--- src/rtl/clic_gateway_pkg.sv ---
// clic_gateway_pkg: trigger-mode encoding and the edge-mode pending update
// shared by the per-source gateway cells.
package clic_gateway_pkg;

   // clicint attr_trig[0] encoding
   typedef enum logic {
      TRIG_LEVEL = 1'b0,
      TRIG_EDGE  = 1'b1
   } trig_e;

   // Edge-mode pending update. A fresh edge outranks a software write,
   // which outranks a claim, so an edge arriving alongside a clear is kept.
   function automatic logic edge_pend_next(
      input logic pend_q,
      input logic rise,
      input logic sw_we,
      input logic sw_wdata,
      input logic claim_hit
   );
      logic v;
      v = pend_q;
      if (rise) begin
         v = 1'b1;
      end else if (sw_we) begin
         v = sw_wdata;
      end else if (claim_hit) begin
         v = 1'b0;
      end
      return v;
   endfunction

endpackage

--- src/rtl/clic_gateway_cell.sv ---
// clic_gateway_cell: one interrupt source's synchronizer, rising-edge
// detector and pending flop.
//   clk_i, rst_ni  : clock, async active-low reset
//   src_i          : raw interrupt line (may be asynchronous)
//   le_i           : 0 = level, 1 = edge trigger
//   sw_we_i        : software write strobe on this source's ip bit
//   sw_wdata_i     : software write data
//   claim_hit_i    : core has claimed this source
//   pend_o         : registered pending bit
module clic_gateway_cell
   import clic_gateway_pkg::*;
#(
   parameter int unsigned SYNC_STAGES = 2
) (
   input  logic clk_i,
   input  logic rst_ni,
   input  logic src_i,
   input  logic le_i,
   input  logic sw_we_i,
   input  logic sw_wdata_i,
   input  logic claim_hit_i,
   output logic pend_o
);

   logic w_s;
   logic w_rise;
   logic w_pend_d;
   logic r_prev;
   logic r_pend;

   // Synchronizer chain, or a straight wire for already-synchronous sources
   generate
      if (SYNC_STAGES == 0) begin : g_bypass
         assign w_s = src_i;
      end else begin : g_sync
         logic [SYNC_STAGES-1:0] r_sync;

         always_ff @(posedge clk_i or negedge rst_ni) begin
            if (!rst_ni) begin
               r_sync <= '0;
            end else begin
               r_sync[0] <= src_i;
               for (int k = 1; k < int'(SYNC_STAGES); k++) begin
                  r_sync[k] <= r_sync[k-1];
               end
            end
         end

         assign w_s = r_sync[SYNC_STAGES-1];
      end
   endgenerate

   // prev tracks s in both modes so switching mode never sees stale history
   assign w_rise = w_s & ~r_prev;

   // Next pending value: level mode mirrors s, edge mode latches
   always_comb begin
      w_pend_d = r_pend;
      if (trig_e'(le_i) == TRIG_LEVEL) begin
         w_pend_d = w_s;
      end else begin
         w_pend_d = edge_pend_next(r_pend, w_rise, sw_we_i, sw_wdata_i,
                                   claim_hit_i);
      end
   end

   // History and pending registers
   always_ff @(posedge clk_i or negedge rst_ni) begin
      if (!rst_ni) begin
         r_prev <= 1'b0;
         r_pend <= 1'b0;
      end else begin
         r_prev <= w_s;
         r_pend <= w_pend_d;
      end
   end

   assign pend_o = r_pend;

endmodule

--- src/rtl/clic_gateway.sv ---
// clic_gateway: per-source CLIC interrupt gateway. Synchronizes raw lines,
// applies level/edge triggering and drives the pending vector consumed by
// the clicint register adapter.
//   clk_i, rst_ni  : clock, async active-low reset
//   intr_src_i     : raw interrupt lines
//   le_i           : per-source trigger select (0 level, 1 edge)
//   sw_ip_we_i     : per-source software write strobe on ip
//   sw_ip_wdata_i  : per-source software write data
//   claim_valid_i  : one-cycle claim pulse
//   claim_id_i     : claimed source id
//   ip_o           : registered pending vector
module clic_gateway
   import clic_gateway_pkg::*;
#(
   parameter int unsigned N_SOURCE    = 32,
   parameter int unsigned SYNC_STAGES = 2,
   parameter int unsigned ID_W        = (N_SOURCE > 1) ? $clog2(N_SOURCE) : 1
) (
   input  logic                clk_i,
   input  logic                rst_ni,
   input  logic [N_SOURCE-1:0] intr_src_i,
   input  logic [N_SOURCE-1:0] le_i,
   input  logic [N_SOURCE-1:0] sw_ip_we_i,
   input  logic [N_SOURCE-1:0] sw_ip_wdata_i,
   input  logic                claim_valid_i,
   input  logic [ID_W-1:0]     claim_id_i,
   output logic [N_SOURCE-1:0] ip_o
);

   logic [N_SOURCE-1:0] w_claim_hit;
   logic [N_SOURCE-1:0] w_pend;

   // One-hot claim decode; ids at or above N_SOURCE match no source
   always_comb begin
      w_claim_hit = '0;
      for (int unsigned i = 0; i < N_SOURCE; i++) begin
         w_claim_hit[i] = claim_valid_i && (claim_id_i == ID_W'(i));
      end
   end

   generate
      for (genvar g = 0; g < int'(N_SOURCE); g++) begin : g_cell
         clic_gateway_cell #(
            .SYNC_STAGES (SYNC_STAGES)
         ) u_cell (
            .clk_i       (clk_i),
            .rst_ni      (rst_ni),
            .src_i       (intr_src_i[g]),
            .le_i        (le_i[g]),
            .sw_we_i     (sw_ip_we_i[g]),
            .sw_wdata_i  (sw_ip_wdata_i[g]),
            .claim_hit_i (w_claim_hit[g]),
            .pend_o      (w_pend[g])
         );
      end
   endgenerate

   assign ip_o = w_pend;

endmodule

--- config.mk ---
export PLATFORM = sky130hd
export DESIGN_NAME = clic_gateway
export DESIGN_NICKNAME = d
export VERILOG_FILES = /design/src/rtl/clic_gateway_pkg.sv /design/src/rtl/clic_gateway_cell.sv /design/src/rtl/clic_gateway.sv
export SDC_FILE = /design/constraint.sdc
export NUM_CORES = 1
export LEC_CHECK = 0
export ABC_AREA = 1
export CORE_AREA = 3 3 110 112
export DETAILED_ROUTE_END_ITERATION = 16
export DIE_AREA = 0 0 113 115
export GPL_ROUTABILITY_DRIVEN = 0
export PLACE_DENSITY = 0.91
export SYNTH_ARGS = -nofsm -noshare
export SYNTH_HDL_FRONTEND = slang
export SYNTH_SLANG_ARGS = --single-unit
--- constraint.sdc ---
create_clock -name clk_i -period 1.35 [get_ports clk_i]
set_clock_uncertainty 0.1 [all_clocks]
set_input_delay 0.27 -clock clk_i [delete_from_list [all_inputs] [get_ports clk_i]]
set_output_delay 0.27 -clock clk_i [all_outputs]
set_load 0.005 [all_outputs]
Yosys cells after proc, flatten, opt, wreduce, memory -nomap -nowiden
Cells that the tools add are included.
{ "totals": {"register_bits": 128, "output_inout_bits": 32} }
{ "op_classes": {"n_eq_ne": 63, "muxes": 128, "bitwise_logic": 64, "n_reduce_logical": 33} }
{ "op_table": {"columns": ["op", "count"], "rows": [
  ["2-to-1 mux 1 bit", 128],
  ["!= test 4 x 1 -> 1 bit (second input constant)", 32],
  ["equality test 5 bit (second input constant)", 16],
  ["equality test 5 x 4 -> 1 bit (second input constant)", 8],
  ["bitwise AND 1 bit", 32],
  ["logical AND 1 bit", 32],
  ["NOT 1 bit", 32],
  ["equality test 5 x 3 -> 1 bit (second input constant)", 4],
  ["equality test 5 x 2 -> 1 bit (second input constant)", 2],
  ["equality test 5 x 1 -> 1 bit (second input constant)", 1],
  ["zero test 5 bit", 1]
]} }

Depth between registers and ports, before layout
Gate-level depths: netlist of the first run.
{ "depth": {"ltp_word": 6, "mapped_depth": 7, "mapped_depth_nobuf": 7} }

Cells and area by module
Synthesis of the first run repeated with hierarchy kept, for this count alone.
{ "hier_totals": {"hier_cells": 547, "hier_area_um2": 4951.0} }
{ "by_module_without_submodules": {"columns": ["mod", "n_inst", "cells_per_inst", "area_each_um2", "seq_area_each_um2"], "rows": [
  ["clic_gateway_cell", 32, 15, 146.4, 100.1],
  ["clic_gateway", 1, 67, 266.5, 0.0]
]} }

Worst setup path after synthesis of the first run
Ideal clock, no wire load.
{ "synth_timing": {"kind": "reg2reg", "start": "register g_cell[22].u_cell.g_sync.r_sync[1]", "end": "register g_cell[22].u_cell.r_pend", "arrival_time_ns": 0.757, "setup_slack_ns": 0.374, "stages_incl_launch_ff": 5, "period_less_slack_ns": 0.976, "cell_sequence": "dfrtp_1 inv_1 or2_2 nand4_1 nand2_1"} }
{ "synth_between": {"elab_chain_len": 3, "word_cells_on_any_way": 4} }
{ "synth_rtl": {"columns": ["element", "line", "text"], "rows": [
  ["start: declaration", "clic_gateway_cell.sv:36", "logic [SYNC_STAGES-1:0] r_sync;"],
  ["start signal: indexed assignment", "clic_gateway_cell.sv:44", "r_sync[k] <= r_sync[k-1];"],
  ["bitwise AND 1 bit", "clic_gateway_cell.sv:54", "assign w_rise = w_s & ~r_prev;"],
  ["2-to-1 mux 1 bit", "clic_gateway_pkg.sv:22", "if (rise) begin"],
  ["2-to-1 mux 1 bit", "clic_gateway_cell.sv:59", "if (trig_e'(le_i) == TRIG_LEVEL) begin"],
  ["end signal: assignment", "clic_gateway_cell.sv:74", "r_pend <= w_pend_d;"],
  ["end: declaration", "clic_gateway_cell.sv:29", "logic r_pend;"]
]} }
Parallel ways exist; a longest one is shown, timed or not.
A chain may end at the register's enable or synchronous reset.

Final worst setup path of the first run
{ "layout_timing": {"start": "register g_cell[7].u_cell.r_pend", "end": "output ip_o[7]"} }
{ "layout_lines": {"columns": ["element", "line", "text"], "rows": [
  ["start: declaration", "clic_gateway_cell.sv:29", null],
  ["start signal: assignment", "clic_gateway_cell.sv:74", null],
  ["end: declaration", "clic_gateway.sv:27", "output logic [N_SOURCE-1:0] ip_o"]
]} }
No word-level cell between the ends.

==> summary.txt, run 1 <==
Synthesis
  • Yosys top cell by area: dfrtp_1
  • Mapped Nets: 681
  • Share of the synthesized area in the top cell type: 62.4%
  • Distinct cell type count after synthesis: 15
  • Post-synthesis sequential area ratio: 62.4%
  • Syn Inst Count: 545
  • Area contributors post-synth: dfrtp_1 (62%), nand2_1 (10%), nor2_1 (5.8%)
  • Yosys reg bits: 128
  • Cell Area, Synth: 0.00514 mm^2
  • Mean cell area of the mapped netlist: 9.42 um^2
  • YS warnings: 0

Floorplanning
  • Die width: 113 um
  • Die Height: 115 um
  • DIE AREA: 0.0130 mm^2
  • Core Area: 0.0113 mm^2
  • IO Pins: 168
  • Row count: 39
  • Starting Density: 45.4%

Critical path
  • CP max-delay cell: dfrtp_1
  • Crit-path max cell delay: 390 ps
  • CP Data Arrival Time: 940 ps
  • Crit Path Class: flop to output port
  • Worst path cell trace: buf_2
  • Worst path bufs/invs: 1
  • Critical Path Fanout Max: 2
  • CP delay by family, top: flip-flops
  • Crit. End Element: output port
  • Critical Path Source Type: flop
  • WP data required: 980 ps

Clock tree
  • Clk sinks: 128
  • Clk slew on worst S/H paths: 60 ps
  • Clock root buffer: clkbuf_16
  • CTS Buffer Depth: 2
  • CTS tree: done
  • Worst-Skew Late Latency: 400 ps
  • Number of CTS-inserted buffers: 17
  • Max H-tree Level: 4

STA
  • Final hold violations: 0
  • Fin. max-slew vios: 0
  • Tmin final: 1310 ps
  • Worst Setup Slack, final: 42.3 ps
  • Slew HR: 77.6%
  • F_max: 765 MHz
  • Crit share post-route: 96.9%
  • Tightest Pin Transition: 336 ps
  • Setup_tns: 0 ps
  • Final setup violation count: 0
  • RSZ-0062 raised after global routing: false

GRT
  • Largest net degree at the start of global routing: 34
  • Global-route track usage on met3: 7.42%
  • Met2 Resource Use GR: 34.8%
  • GR met1 Demand/Resource: 21.7%
  • Total GRT Usage: 19.6%
  • Initial antenna violation count: 1
  • Most Crowded Layer GR: met2
  • GRT overflow: 0
  • Vias in the first global route: 4344
  • First-pass GRT wire length: 19.9 mm

Drt
  • Average wire per standard cell: 13.8 um
  • Drt pass-1 iters: 4
  • DRT Wirelength: 12.1 mm
  • DRT antenna net count: 0
  • Vias: 4067
  • Iteration-0 DRC Markers: 120
  • Vias per cell: 4.61
  • DRC Markers: 0

Run status
  • Status: finished, final reports clean

Finish
  • # diodes: 0
  • Fill cell count: 917
  • Ratio of cells with drive above 1 in the final layout: 16.0%
  • Area grow syn2layout: 46.1%
  • Design area: 0.00751 mm^2
  • Layout net count: 864

Pwr
  • Cell Int Power: 8020 uW
  • Net Sw Frac: 21.8%
  • P_leak: 0.00368 uW
  • IR drop worst, VDD: 0.796 mV
  • Comb power frac: 11.3%
  • Pwr Density: 1370 mW/mm^2
  • Switch Pwr: 2230 uW
  • Total Power: 10300 uW
  • Sequential share of power: 40.8%
  • Clock power share: 47.9%

Flow run
  • Max Cap Viol: 0

Placement
  • Post-Place Worst Slack: -442 ps
  • Final HPWL DP: 9.26 mm
  • Port bufs: 167
  • Placed cell areas: 0.00689 mm^2

Hold path
  • Hold Crit Class: input port to flop
==> layout by cell type (no fill, tap or decap) <==
cell             count
dlygate4sd3_1        1
inv_2                5
bufinv_16            5
dfrtp_1            128
a21oi_1             31
clkinv_4             2
buf_6                1
buf_12               5
inv_1               64
inv_6                2
or2_1               13
clkbuf_16           17
or2_4               10
clkdlybuf4s50_1    133
o21a_1               1
or2_2                8
nor2_1              78
nor2_2               1
nand4_1             31
clkinvlp_4           3
nand2_1            138
buf_4               25
buf_2               32
dlymetal6s2s_1       1
nand3_1              2
nor2_4               1
clkinv_2             1
==> Yosys cell counts <==
cell type and instances:
a21oi_1 31, buf_4 32, buf_6 2, dfrtp_1 128, inv_1 64, inv_2 5, nand2_1 138, nand3_1 2
nand4_1 31, nor2_1 79, nor2_4 1, o21a_1 1, or2_1 13, or2_2 8, or2_4 10
==> cell type report <==
class                      instances  area, um^2  area share (%)
tap                              143         179            2.38
clock inverter                    13         213            2.83
inverter                          69         259            3.45
timing repair buffer             198        1810            24.2
multi-input combinational        314        1410            18.8
clock buffer                      17         425            5.67
sequential                       128        3200            42.7
==> layer usage <==
layer / share of wire (%) / wire length, um / up-vias
met5: 0.11 / 13 / -
met4: 1.9 / 227 / 2
met3: 7.6 / 919 / 20
met2: 52 / 6320 / 134
met1: 38 / 4670 / 1888
li1: - / - / 2023
==> per-stage QoR <==
stage | hold WS, ps | std cells | util, %
after CTS | 191 | 882 | 66.3
after global routing | 184 | 882 | 66.3
after floorplan | -126 | 545 | -
after detailed placement | 79.9 | 835 | 60.9
final | 206 | 882 | 66.3
after global placement | 78.5 | 835 | 60.9
==> flip-flops by register name (all words and copies together) (netlist names) <==
register	count
g_cell.u_cell.r_prev	32
g_cell.u_cell.g_sync.r_sync	64
g_cell.u_cell.pend_o	32
==> worst paths after layout <==
check	startpoint	endpoint	slack [ps]	depth (start not counted)
worst max-delay path	g_cell[7].u_cell.pend_o	ip_o[7]	40	1
worst min-delay path	intr_src_i[25]	g_cell[25].u_cell.g_sync.r_sync[0]	210	1
worst max register to register	g_cell[6].u_cell.g_sync.r_sync[1]	g_cell[6].u_cell.pend_o	240	5
worst min register to register	g_cell[17].u_cell.g_sync.r_sync[0]	g_cell[17].u_cell.g_sync.r_sync[1]	240	0
max in group asynchronous	rst_ni	g_cell[7].u_cell.r_prev	440	3
min in group asynchronous	rst_ni	g_cell[5].u_cell.g_sync.r_sync[0]	230	2
==> cells by family (layout without fill, tap and decap cells) <==
group,Yosys count,in the layout,synth area share (%)
flops,128,128,62.4
simple gates,282,282,24.3
buf+inv,103,297,10.2
compound gates,32,32,3.17
==> power by group through the flow <==
stage / clock, uW / combinational [uW] / sequential [uW]
global placement: 0 / 1150 / 4240
CTS: 5010 / 1180 / 4180
finish: 4910 / 1160 / 4180
floorplan: 0 / 485 / 4220
detailed placement: 0 / 1190 / 4260
global route: 5200 / 1290 / 4210
==> what timing repair did <==
action	in CTS	in global routing
resized for setup	129	1
hold buffers	1	0
hold endpoints to repair	128	0
buffers inserted	16	0
setup endpoints to repair	33	1
Note: power is estimated with default switching activity, not from simulation.
==> inputs of run 2 (changes only) <==
Settings changed: GPL_TIMING_DRIVEN from default to 1.
==> results of run 2 <==
The final DEF is identical to that of run 1; final timing and power are the same.
